[config.mk]
export PLATFORM = sky130hd
export DESIGN_NAME = mips_register_file
export DESIGN_NICKNAME = d
export VERILOG_FILES = /design/src/rtl/mips_register_file.sv
export SDC_FILE = /design/constraint.sdc
export NUM_CORES = 2
export LEC_CHECK = 0
export CAP_MARGIN = 20
export CELL_PAD_IN_SITES_DETAIL_PLACEMENT = 0
export CELL_PAD_IN_SITES_GLOBAL_PLACEMENT = 1
export CORE_UTILIZATION = 39
export CTS_CLUSTER_SIZE = 14
export DETAILED_ROUTE_END_ITERATION = 8
export GPL_TIMING_DRIVEN = 0
export PLACE_DENSITY_LB_ADDON = 0.1
export SETUP_SLACK_MARGIN = 0.4
export SYNTH_ARGS = -nofsm -noshare
export SYNTH_HDL_FRONTEND = slang
export SYNTH_SLANG_ARGS = --single-unit
[constraint.sdc]
create_clock -name clk -period 3.07 [get_ports clk]
set_clock_uncertainty 0.05 [all_clocks]
set_input_delay 0.307 -clock clk [delete_from_list [all_inputs] [get_ports clk]]
set_output_delay 0.307 -clock clk [all_outputs]
set_load 0.01 [all_outputs]
[src/rtl/mips_register_file.sv]
// -----------------------------------------------------------------------------
// mips_register_file
//
// Purpose:
//   32 x 32-bit general-purpose register file for the single-cycle MIPS CPU.
//   - Two combinational read ports feed the ALU operands.
//   - One synchronous write port takes the writeback result.
//   - Register $0 is hard-wired to zero.
//
// Parameters:
//   DATA_WIDTH  width of each register and of the data ports (default 32)
//   ADDR_WIDTH  address width; depth = 2**ADDR_WIDTH (default 5 -> 32 regs)
//
// Ports:
//   clk    in   1           clock; all state updates on its rising edge
//   reset  in   1           synchronous, active-high; clears every register
//   we3    in   1           write enable for port 3
//   a1     in   ADDR_WIDTH  read address, port 1
//   a2     in   ADDR_WIDTH  read address, port 2
//   a3     in   ADDR_WIDTH  write address, port 3
//   wd3    in   DATA_WIDTH  write data, port 3
//   rd1    out  DATA_WIDTH  read data, port 1 (combinational, zero latency)
//   rd2    out  DATA_WIDTH  read data, port 2 (combinational, zero latency)
//
// Notes:
//   - Reads are combinational, so rd1/rd2 are intentionally not registered.
//   - There is no read-during-write bypass: a read of the register being
//     written shows the old value until the clock edge, then the new one.
//   - Reset takes priority over a write in the same cycle.
// -----------------------------------------------------------------------------
module mips_register_file #(
  parameter int DATA_WIDTH = 32,
  parameter int ADDR_WIDTH = 5
) (
  input  logic                  clk,
  input  logic                  reset,
  input  logic                  we3,
  input  logic [ADDR_WIDTH-1:0] a1,
  input  logic [ADDR_WIDTH-1:0] a2,
  input  logic [ADDR_WIDTH-1:0] a3,
  input  logic [DATA_WIDTH-1:0] wd3,
  output logic [DATA_WIDTH-1:0] rd1,
  output logic [DATA_WIDTH-1:0] rd2
);

  localparam int DEPTH = 1 << ADDR_WIDTH;

  // Storage. Entry 0 is cleared by reset and never written; the read path
  // forces $0 to zero regardless, so $0 reads zero even before first reset.
  logic [DATA_WIDTH-1:0] regs_r [DEPTH];

  logic                  write_ok_s;
  logic [DATA_WIDTH-1:0] rd1_s;
  logic [DATA_WIDTH-1:0] rd2_s;

  // Forces the hard-wired zero register to read as zero.
  function automatic logic [DATA_WIDTH-1:0] gate_zero_reg(
    input logic [ADDR_WIDTH-1:0] addr,
    input logic [DATA_WIDTH-1:0] data
  );
    logic [DATA_WIDTH-1:0] result;
    if (addr == {ADDR_WIDTH{1'b0}}) begin
      result = {DATA_WIDTH{1'b0}};
    end else begin
      result = data;
    end
    return result;
  endfunction

  // Qualifies the write: writes to $0 are discarded.
  always_comb begin
    write_ok_s = 1'b0;
    if (we3 && (a3 != {ADDR_WIDTH{1'b0}})) begin
      write_ok_s = 1'b1;
    end else begin
      write_ok_s = 1'b0;
    end
  end

  // Register array update: synchronous reset has priority over the write.
  always_ff @(posedge clk) begin
    if (reset) begin
      for (int i = 0; i < DEPTH; i++) begin
        regs_r[i] <= {DATA_WIDTH{1'b0}};
      end
    end else if (write_ok_s) begin
      regs_r[a3] <= wd3;
    end
  end

  // Combinational read ports with $0 forced to zero.
  always_comb begin
    rd1_s = gate_zero_reg(a1, regs_r[a1]);
    rd2_s = gate_zero_reg(a2, regs_r[a2]);
  end

  assign rd1 = rd1_s;
  assign rd2 = rd2_s;

endmodule

==> results.json <==
{
  "via_count_of_the_first_global_routing_pass": 35200,
  "worst-path-max-fanout": 2,
  "sequential_power_share_pct": 46.4,
  "internal-power_mw": 26.1,
  "drv_cap": 0,
  "areaGrowthSynthToFinish_pct": 21.2,
  "report.final.slew_viol_count": 0,
  "instances_no_fill": 5767,
  "clkPwrFrac_pct": 38.2,
  "setup-violations-final": 13,
  "run_status": "complete, but fails checks",
  "detail_route.drc_violations": 0,
  "fin_crit_period_ns": 3.13,
  "vias": 36000,
  "power.static_leakage_nw": 22.6,
  "vias_per_cell": 6.24,
  "cts_hold_buf": 0,
  "cp.buffers_inverters": 2,
  "power.density_cell_area_nw_per_um2": 544,
  "core_area_um2": 138000,
  "cts_made_buffers": 118,
  "finalPower_mw": 35.7,
  "synth_xor_xnor_area_share_pct": 0,
  "final_cell_mix": "sky130_fd_sc_hd__edfxtp_1 (1024), sky130_fd_sc_hd__and2_1 (995), sky130_fd_sc_hd__mux4_2 (472)",
  "crit_family": "multiplexers",
  "slew-limit-headroom_pct": 30.6,
  "nets": 3928,
  "postSynthCellCount": 3502,
  "post_synthesis_compound_gate_area_fraction_pct": 3.65,
  "fp.dieW_um": 375,
  "grt_antenna_before_repair": 6,
  "largest_net_degree_at_the_start_of_global_routing": 33,
  "hold_path_class": "input pin to flop",
  "cts_sinks": 1024,
  "seq_area_frac_synth_pct": 56.7,
  "registers.top_by_ff_count": "regs_r",
  "worst_path_arrival_time_ns": 2.77,
  "synth_top_family_by_area": "multiplexers",
  "drt-total-wl_um": 232000,
  "io_buffer_count": 107,
  "p_sw_mw": 9.67,
  "synth_edf_count": 1024,
  "track_usage_pct": 32.8,
  "drtIter0Drc": 4864,
  "worstSetupStartpoint": "regs_r[26][20]$_SDFFCE_PN0P_",
  "critPathSlowestCell": "sky130_fd_sc_hd__mux4_2",
  "setup.worst_path.start_class": "flop",
  "final_common_cell": "sky130_fd_sc_hd__edfxtp_1",
  "die_h_um": 375,
  "drt_pre_antenna_iters": 6,
  "switching_share_pct": 27.0,
  "cts.path.max_buffers": 3,
  "mappedNetlistArea_um2": 54200,
  "design.die.area_um2": 141000,
  "finalCoreUtilization_pct": 47.8,
  "vdd_drop_max_v": 0.000512,
  "hold_slack_ns": 0.317,
  "post-route-period-util_pct": 102,
  "ctsHtreeMaxLevel": 3,
  "post_route_cells_drive_above_1_share_pct": 33.5,
  "power.combinational.fraction_pct": 15.4,
  "synth_ff_type": "sky130_fd_sc_hd__edfxtp_1",
  "violations": "negative setup slack",
  "grt_setup_unrepaired": "yes",
  "max_slew.worst_pin.slew_ns": 1.04,
  "postPlaceCellArea_um2": 58600,
  "post-route-cell-area_um2": 65800,
  "ys.warnings.count": 0,
  "dp_cells": 5484,
  "synth.area.mux_share_pct": 23.0,
  "grt_pass1_wl_um": 308000,
  "pin_count": 114,
  "hpwl_detailed_um": 164000,
  "gpl.final_weighted_congestion": 0.924,
  "worst_setup_hold_path_clk_slew_ns": 0.06,
  "fmax_mhz": 320,
  "pre_cts_slack_ns": -2.49,
  "critical-path-max-stage-delay_ns": 0.58,
  "post_detailed_route_wirelength_per_cell_um": 40.2,
  "path_common_cell": "sky130_fd_sc_hd__mux4_2",
  "required_worst_endpoint_ns": 2.71,
  "cts_tree": "done",
  "floorplan.initialDensity_pct": 39.4,
  "adder_cell_share_of_the_synthesized_area_pct": 0,
  "finalHoldViolations": 0,
  "crit_chain": "buf_4 -> mux4_2 -> mux4_2 -> o22ai_4 -> nor3_2 -> buf_2",
  "std_cell_rows": 136,
  "largest_register_ffs": 1024,
  "setup.worst_path.end_class": "primary output",
  "timing_worst_setup_path_type": "flop to primary output",
  "clock_tree.root_cell": "sky130_fd_sc_hd__clkbuf_16",
  "drtAntennaViolNets": 0,
  "top_regs": "regs_r x1024",
  "synth_cell_type_count": 42,
  "final_critical_path_setup_slack_ns": -0.0591,
  "synth-seq-cells": 1024,
  "synthSimpleGateAreaFrac_pct": 13.3,
  "mean_instance_size_in_the_synthesized_netlist_um2": 15.5,
  "grt_remaining_overflow": 0,
  "fin_setup_tns_ns": -0.399,
  "hold_path_startpoint": "wd3[24]",
  "postSynth.asyncResetShare_pct": 0
}
-- final timing paths --
kind                                 endpoint  slack (ns)  depth (start not counted)
setup / recovery                      rd2[20]       -0.06                          6
hold / removal    regs_r[5][24]$_SDFFCE_PN0P_        0.32                          2
-- cells in the mapped netlist (all sizes together), types with 2 or more instances --
master	instances	area [um2]
mux4	472	10600
nand3	5	25.0
o22ai	103	644
a211oi	7	52.6
nor4b	3	32.5
or2	33	206
and3	3	18.8
nor3	54	270
clkbuf	272	1020
and2	995	6220
or3b	4	35.0
o21ai	4	20.0
a32o	4	40.0
nor2b	14	87.6
a22o	51	447
nor4	6	37.5
nor2	36	135
buf	115	768
a21oi	12	60.1
nand2	7	26.3
a22oi	16	120
a221o	2	20.0
nand3b	5	37.5
a221oi	4	35.0
mux2	30	338
mux2i	150	1500
a2111oi	55	533
nand2b	5	31.3
inv	2	7.51
edfxtp	1024	30700
or3	2	12.5
nand4bb	2	22.5
-- logic make-up (layout without fill, tap and decap cells) --
kind of cell           Yosys count  after routing
muxes                          652            652
AOI/OAI and AO/OA              259            259
buffers and inverters          389            827
other                            1             33
DFF                           1024           1024
and+or+nand+nor               1177           1178
-- power by group through the flow --
stage	Clock, mW	Combinational [mW]	Sequential (mW)
global placement	0	4.64	16.8
finish	13.7	5.52	16.6
floorplan	0	2.53	16.7
global route	14.2	5.59	16.6
detailed placement	0	4.79	16.8
CTS	13.7	5.37	16.6
-- area by class of cell --
cell class,count,area [um2]
fillers,11900,71900
clock buffers,144,3090
diodes,1,2.50
clock inverters,70,515
inverters,2,7.51
multi-input cells,2121,24300
plain buffers,387,2550
repair buffers,224,2260
flip-flops and latches,1024,30700
well taps,1794,2240
-- what timing repair did --
action / 4_1_cts / 5_1_grt
resized for setup: 867 / 129
pin swaps: 127 / 49
setup buffers: 40 / 27
gates cloned: 1 / 0
setup endpoints to repair: 1046 / 1515
-- per-layer routing --
layer	track usage [%]	up-vias	part of all wire (%)
met1	44.9	19100	41
met3	7.14	443	8.9
met2	50.1	2035	45
met5	0	-	0
li1	-	14400	-
met4	14.6	0	5.3
Power figures use the tool's default switching activity.
